**config.mk**
```make
export PLATFORM = sky130hd
export DESIGN_NAME = pixel_proc_pipe
export DESIGN_NICKNAME = d
export VERILOG_FILES = /design/src/rtl/pixel_pkg.sv /design/src/rtl/pixel_op.sv /design/src/rtl/pixel_proc_pipe.sv
export SDC_FILE = /design/constraint.sdc
export NUM_CORES = 1
export LEC_CHECK = 0
export ABC_AREA = 1
export BUFFER_PORTS_ARGS = -buffer_cell sky130_fd_sc_hd__buf_2
export CAP_MARGIN = 20
export CORE_AREA = 3 3 158 160
export CTS_CLUSTER_SIZE = 12
export DETAILED_ROUTE_END_ITERATION = 10
export DIE_AREA = 0 0 161 163
export PLACE_DENSITY = 0.86
export SYNTH_ARGS = -nofsm -noshare
export SYNTH_HDL_FRONTEND = slang
export SYNTH_SLANG_ARGS = --single-unit
export TNS_END_PERCENT = 20
```
**constraint.sdc**
```tcl
create_clock -name HCLK -period 3.37 [get_ports HCLK]
set_input_delay 1.011 -clock HCLK [delete_from_list [all_inputs] [get_ports HCLK]]
set_output_delay 1.011 -clock HCLK [all_outputs]
set_load 0.03 [all_outputs]
```
**src/rtl/pixel_pkg.sv**
```systemverilog
// Shared encodings and constants for the streaming pixel processor.
// Geometry-dependent constants are derived per instance through the helper function.
package pixel_pkg;

  typedef enum logic [2:0] {
    MODE_PASS   = 3'd0,
    MODE_ADD    = 3'd1,
    MODE_SUB    = 3'd2,
    MODE_INV    = 3'd3,
    MODE_THRESH = 3'd4,
    MODE_GRAY   = 3'd5
  } mode_e;

  typedef enum logic [1:0] {
    IDLE  = 2'd0,
    RUN   = 2'd1,
    DRAIN = 2'd2
  } state_e;

  localparam int DW_DEF     = 8;
  localparam int LANES_DEF  = 2;
  localparam int WIDTH_DEF  = 768;
  localparam int HEIGHT_DEF = 512;

  function automatic int calc_frame_beats(input int width, input int height, input int lanes);
    return (width * height) / lanes;
  endfunction

  localparam int FRAME_BEATS = calc_frame_beats(WIDTH_DEF, HEIGHT_DEF, LANES_DEF);
  localparam int MAXVAL      = (1 << DW_DEF) - 1;

endpackage

```
**src/rtl/pixel_op.sv**
```systemverilog
// Combinational point operation on one RGB pixel; every lane uses an identical copy.
module pixel_op
  import pixel_pkg::*;
#(
  parameter int DW = 8
) (
  input  logic [DW-1:0] r_i,
  input  logic [DW-1:0] g_i,
  input  logic [DW-1:0] b_i,
  input  logic [2:0]    mode_i,
  input  logic [DW-1:0] value_i,
  output logic [DW-1:0] r_o,
  output logic [DW-1:0] g_o,
  output logic [DW-1:0] b_o
);

  localparam logic [DW-1:0] MAX = '1;

  function automatic logic [DW-1:0] sat_add(input logic [DW-1:0] x, input logic [DW-1:0] v);
    logic [DW:0] s;
    s = {1'b0, x} + {1'b0, v};
    return s[DW] ? MAX : s[DW-1:0];
  endfunction

  function automatic logic [DW-1:0] sat_sub(input logic [DW-1:0] x, input logic [DW-1:0] v);
    return (x > v) ? (x - v) : '0;
  endfunction

  logic [DW+1:0] gray_sum;
  logic [DW-1:0] luma;
  logic [DW-1:0] thresh;

  // NOTE: every signal written here gets a default before the case, so no path leaves one unassigned and no latch is inferred.
  always_comb begin
    gray_sum = {2'b00, r_i} + {1'b0, g_i, 1'b0} + {2'b00, b_i};
    luma     = DW'(gray_sum >> 2);
    thresh   = (luma > value_i) ? MAX : '0;
    r_o      = r_i;
    g_o      = g_i;
    b_o      = b_i;
    case (mode_e'(mode_i))
      MODE_ADD: begin
        r_o = sat_add(r_i, value_i);
        g_o = sat_add(g_i, value_i);
        b_o = sat_add(b_i, value_i);
      end
      MODE_SUB: begin
        r_o = sat_sub(r_i, value_i);
        g_o = sat_sub(g_i, value_i);
        b_o = sat_sub(b_i, value_i);
      end
      MODE_INV: begin
        r_o = MAX - r_i;
        g_o = MAX - g_i;
        b_o = MAX - b_i;
      end
      MODE_THRESH: begin
        r_o = thresh;
        g_o = thresh;
        b_o = thresh;
      end
      MODE_GRAY: begin
        r_o = luma;
        g_o = luma;
        b_o = luma;
      end
      default: ;
    endcase
  end

endmodule

```
**src/rtl/pixel_proc_pipe.sv**
```systemverilog
// Two-stage streaming pixel processor: stage 1 registers the beat, stage 2 the processed result.
// A small frame FSM latches MODE/VALUE on the first beat and flags the last beat at the output.
module pixel_proc_pipe
  import pixel_pkg::*;
#(
  parameter int DW       = 8,
  parameter int LANES    = 2,
  parameter int WIDTH    = 768,
  parameter int HEIGHT   = 512,
  parameter int PIXCNT_W = 20
) (
  input  logic                HCLK,
  input  logic                HRESET,
  input  logic                HSYNC_IN,
  input  logic [LANES*DW-1:0] DATA_R_IN,
  input  logic [LANES*DW-1:0] DATA_G_IN,
  input  logic [LANES*DW-1:0] DATA_B_IN,
  input  logic [2:0]          MODE,
  input  logic [DW-1:0]       VALUE,
  output logic                HSYNC_OUT,
  output logic [LANES*DW-1:0] DATA_R_OUT,
  output logic [LANES*DW-1:0] DATA_G_OUT,
  output logic [LANES*DW-1:0] DATA_B_OUT,
  output logic [PIXCNT_W-1:0] BEAT_CNT,
  output logic                FRAME_DONE,
  output logic                BUSY
);

  localparam logic [PIXCNT_W-1:0] BEATS_PER_FRAME =
    PIXCNT_W'(calc_frame_beats(WIDTH, HEIGHT, LANES));

  state_e                state_q, state_d;
  logic [PIXCNT_W-1:0]   cnt_q, cnt_d;
  logic                  drain_q, drain_d;
  logic                  capture, last_beat;
  logic [2:0]            mode_q;
  logic [DW-1:0]         value_q;
  logic                  hs_s1_q, last_s1_q;
  logic [LANES*DW-1:0]   r_s1_q, g_s1_q, b_s1_q;
  logic [LANES*DW-1:0]   r_op, g_op, b_op;

  // A beat seen in IDLE or DRAIN opens a new frame; drain_q marks the second DRAIN cycle.
  always_comb begin
    state_d   = state_q;
    cnt_d     = cnt_q;
    drain_d   = drain_q;
    capture   = 1'b0;
    last_beat = 1'b0;
    unique case (state_q)
      IDLE: begin
        if (HSYNC_IN) begin
          capture = 1'b1;
          cnt_d   = PIXCNT_W'(1);
        end
      end
      RUN: begin
        if (HSYNC_IN) cnt_d = cnt_q + PIXCNT_W'(1);
      end
      DRAIN: begin
        if (HSYNC_IN) begin
          capture = 1'b1;
          cnt_d   = PIXCNT_W'(1);
        end else if (!drain_q) begin
          drain_d = 1'b1;
          cnt_d   = '0;
        end else begin
          state_d = IDLE;
          cnt_d   = '0;
        end
      end
      default: state_d = IDLE;
    endcase
    if (HSYNC_IN) begin
      state_d = RUN;
      drain_d = 1'b0;
      if (cnt_d == BEATS_PER_FRAME) begin
        state_d   = DRAIN;
        last_beat = 1'b1;
      end
    end
  end

  // NOTE: all state below uses non-blocking assignments so every register samples pre-edge values.
  always_ff @(posedge HCLK) begin
    if (HRESET) begin
      state_q    <= IDLE;
      cnt_q      <= '0;
      drain_q    <= 1'b0;
      mode_q     <= '0;
      value_q    <= '0;
      hs_s1_q    <= 1'b0;
      last_s1_q  <= 1'b0;
      r_s1_q     <= '0;
      g_s1_q     <= '0;
      b_s1_q     <= '0;
      HSYNC_OUT  <= 1'b0;
      FRAME_DONE <= 1'b0;
      DATA_R_OUT <= '0;
      DATA_G_OUT <= '0;
      DATA_B_OUT <= '0;
    end else begin
      state_q    <= state_d;
      cnt_q      <= cnt_d;
      drain_q    <= drain_d;
      if (capture) begin
        mode_q  <= MODE;
        value_q <= VALUE;
      end
      hs_s1_q    <= HSYNC_IN;
      last_s1_q  <= last_beat;
      r_s1_q     <= DATA_R_IN;
      g_s1_q     <= DATA_G_IN;
      b_s1_q     <= DATA_B_IN;
      HSYNC_OUT  <= hs_s1_q;
      FRAME_DONE <= last_s1_q;
      if (hs_s1_q) begin
        DATA_R_OUT <= r_op;
        DATA_G_OUT <= g_op;
        DATA_B_OUT <= b_op;
      end
    end
  end

  // The mode register updates on the same edge the first beat enters stage 1, so that beat already sees it.
  for (genvar k = 0; k < LANES; k++) begin : g_lane
    pixel_op #(.DW(DW)) u_op (
      .r_i     (r_s1_q[k*DW +: DW]),
      .g_i     (g_s1_q[k*DW +: DW]),
      .b_i     (b_s1_q[k*DW +: DW]),
      .mode_i  (mode_q),
      .value_i (value_q),
      .r_o     (r_op[k*DW +: DW]),
      .g_o     (g_op[k*DW +: DW]),
      .b_o     (b_op[k*DW +: DW])
    );
  end

  assign BEAT_CNT = cnt_q;
  assign BUSY     = (state_q == RUN) || (state_q == DRAIN);

endmodule

```
==> results.txt <==
The final worst-path cycle share came out at 1.016. The clock tree buffer depth is 2. In this run the critical register-to-register path is captured at DATA_B_OUT[2]. The kind of capture point of the worst setup path is a flip-flop. The setup-violating endpoint count in the final report is 8. The Yosys step of the flow raised 0 warnings. The class of the tightest hold or removal check is reg2reg. The final instance area came out at roughly 16000 µm². The number of enable flip-flop cells after synthesis is 0. The die is 163 µm tall. In this run, distinct cell masters in the synthesized netlist total 38.

The detailed placement HPWL came out at 36190 µm. Sorting the synthesized cells by area gives the leading types as dfxtp_1, nand2_1, ha_1. The number of clock buffers inserted by TritonCTS is 17. The wire length per cell came out at between 15 and 20 µm. For flop-to-flop paths, the worst setup slack is -0.05 ns. The core outline area is 23540 µm². Across the VDD grid, the largest voltage drop is 0.0002837 V. The relative slew slack is 0.1365. For this run, the leading register cell type out of synthesis is dfxtp_1. The non-filler instance count after layout came out at 2661. The total global routing overflow came out at 0. The routed layout has 15329 vias. The initial core utilization came out at 0.5511. The iteration count of the initial detailed-routing pass is 6. Walking the worst path, the cells encountered are fa_1, ha_1, nand2_1, inv_1, nand2_1, nand3_1, nand2_1, nand2_1, nand2_1, and2_4, ha_1, nand2_2, o21a_1, nand2_1, nand2_2, buf_6, nand2_4, nor2_1, nand3_1, nand2_1, a21oi_1. The number of core rows came out at 56. Dividing the detail-routed via count by the number of cells gives 5.761. The mean post-synth cell area came out at 6.146 µm². Counting I/O delays and the setup requirement, the final critical path takes 3.424 ns. For the final database, setup skew stands at roughly 0.012 ns. The post-detailed-routing wire length is 48360 µm. In this run the clock root is driven by a clkbuf_16. The worst hold path was traced through 2 stages. The antenna diode instance count came out at 0. The maximum level of the CTS H-tree is 4.

The area overhead of the layout relative to synthesis came out at 21.90%. The I/O pin count is 133. The final count of pins violating max slew came out at 0. After synthesis, the share of flip-flops with an asynchronous set or reset is 0.

Of the cells placed in the final design, the portion with a size suffix greater than 1 is 0.1870. TritonCTS built the clock tree. The remaining number of nets flagged by the antenna check after routing came out at 0. Max-cap violations in this run came to 0.

The number of nets produced by synthesis came out at 2333. The length in cells of the worst reg-to-reg path is 21. Of the post-synthesis cell area, the dominant cell type holds 0.2068. The pin count of the biggest net entering global routing came out at 53. Synthesis inferred ~130 register bits. The number of antenna violations at the first check in global routing came out at 0. The worst setup path is launched from a flip-flop.

Data on the critical path is required at its endpoint by 3.69 ns. The synthesized netlist cell count is 2111. Summing every instance area after synthesis gives 12970 µm². Of all cell types, the one taking the most synthesized area is dfxtp_1. The global-route usage over all layers came out at 0.3517.

The final reports fail on setup timing. The power density normalized to cell area is approximately 400 nW/µm². The placement-stage cell area is roughly 15000 µm². The run finished, with violations left. The post-CTS clock slew at the launch and capture registers of the worst setup and hold paths came out at 0.06 ns. The count of buffers added on input and output ports is 132. The startpoint identified for the worst hold timing path is last_s1_q. The total clock sinks came out at between 100 and 150. The total power draw came out at 6.430 mW. The net count of the finished layout is between 2000 and 3000.

The sequential cell area fraction in the yosys report came out at 0.2068. From left edge to right edge, the die measures 161 µm. The clock latency on the worst-skew pair came out at roughly 0.44 ns. The leakage power is ~8.3 nW. The post-detailed-route DRC marker count came out at 0. The sink of the worst hold path is FRAME_DONE.

The launch instance of the worst register-to-register path is r_s1_q[2]. The slack of the critical path is -0.05355 ns. The first-pass GRT wire length is 73390 µm. The critical path is of the reg2reg type.

Setup repair after global routing could not meet its margin everywhere. The number of placed instances with taps included is 2629. In this run the worst path has a maximum fanout of 4. The final weighted congestion in routability-driven placement is 1.029. The die covers 26240 µm². The delay of the slowest cell on the worst path came out at 0.53 ns. The initial detailed-routing violation count is 1761. The via count of the first global-routing pass was around 14000. The final hold violation count came to 0. For this design, the slowest cell found on the critical path is fa_1. The top cell types in the final layout, fill and taps aside, are nand2_1, inv_1, nor2_1. The most frequent standard cell in the layout excluding fill and tap cells is nand2_1.

The data arrival at the endpoint of the critical path came out at 3.75 ns. The maximum frequency from static timing analysis came out at 0.2921 GHz. For the pin with the worst max-slew slack, the measured transition is about 1.3 ns. The library cell appearing most often on the critical path is nand2_1.
## critical path, delay by kind of cell, from the launching register on
kind            cells  cell delay (ns)
compound gates      2             0.21
fa+ha+maj           3             1.12
simple gates       14             1.36
buf+inv             2             0.27
flops               1             0.33
## cells in the mapped netlist, types with 6 or more instances
cell / instances
nand2_1: 581
clkbuf_1: 32
o21a_1: 14
nor2_2: 7
nand4_1: 75
a211oi_1: 10
inv_1: 289
nor3_1: 8
o21ai_1: 16
inv_2: 13
buf_2: 28
ha_1: 132
dfxtp_1: 134
a21oi_2: 8
xor2_1: 23
a21o_1: 7
nor2_1: 255
o21bai_1: 10
buf_1: 8
o21ai_0: 52
a21oi_1: 163
fa_1: 28
xnor2_1: 6
nand3_1: 173
## flip-flops by register name (all words and copies together) (netlist names), 3 cells and up
register    flops
BEAT_CNT       20
DATA_B_OUT     16
DATA_G_OUT     16
DATA_R_OUT     16
b_s1_q         16
g_s1_q         16
r_s1_q         16
value_q         8
mode_q          3
## routing by layer
metal  up-vias  wire (µm)  global-route usage
met3       217       5747             0.07782
met1      6961      19170              0.4612
met5         -          0                   0
li1       7187          -                   -
met2       964      20880              0.5545
met4         0       2560              0.1615
## where the power goes
group | total [mW] | switching (mW) | leakage, nW | internal (mW)
Combinational | 2.64 | 1.68 | 6.86 | 0.961
Sequential | 1.76 | 0.0840 | 1.10 | 1.67
Clock | 2.04 | 0.781 | 0.299 | 1.25
Total | 6.43 | 2.54 | 8.26 | 3.89
## per-stage QoR
step                      setup TNS (ns)  setup WS (ns)    util  hold WS [ns]
after global routing              -6.138        -0.2259  0.6718        0.4616
after floorplan                        0        0.07399       -        0.3883
after global placement           -0.5187       -0.09345  0.6286        0.3975
final                            -0.2825       -0.05355  0.6718        0.4213
after CTS                        -0.2609       -0.06302  0.6577        0.4206
after detailed placement          -1.889        -0.1274  0.6286        0.4025
## what timing repair did
item / CTS / global route
hold buffers: 0 / 0
pin swaps: 4 / 45
setup endpoints to repair: 43 / 48
buffers inserted: 0 / 0
gates resized for setup: 21 / 90
## worst max path at each step
stage                           from        endpoint
final                      r_s1_q[2]   DATA_B_OUT[2]
after global routing       g_s1_q[0]   DATA_B_OUT[2]
after CTS                  b_s1_q[1]   DATA_B_OUT[5]
after detailed placement   b_s1_q[9]  DATA_B_OUT[15]
after global placement    b_s1_q[10]  DATA_B_OUT[13]
after floorplan            b_s1_q[1]   DATA_G_OUT[1]
## area by class of cell
| cell class | instances | area [µm²] |
|---|---|---|
| multi-input combinational | 1601 | 9191 |
| clock buffer | 19 | 442.9 |
| tap | 319 | 399.1 |
| inverter | 304 | 1151 |
| clock inverter | 13 | 180.2 |
| timing repair buffer | 271 | 1755 |
| sequential | 134 | 2696 |
| fill | 2072 | 7726 |
## cells by family after synthesis
group                      Yosys count  synth area share
buffers and inverters              376            0.1131
adders and majority gates          160            0.1705
and+or+nand+nor                   1127            0.3689
DFF                                134            0.2068
AOI/OAI and AO/OA                  285            0.1211
xor gates and xnor gates            29           0.01958
Power figures use the tool's default switching activity.
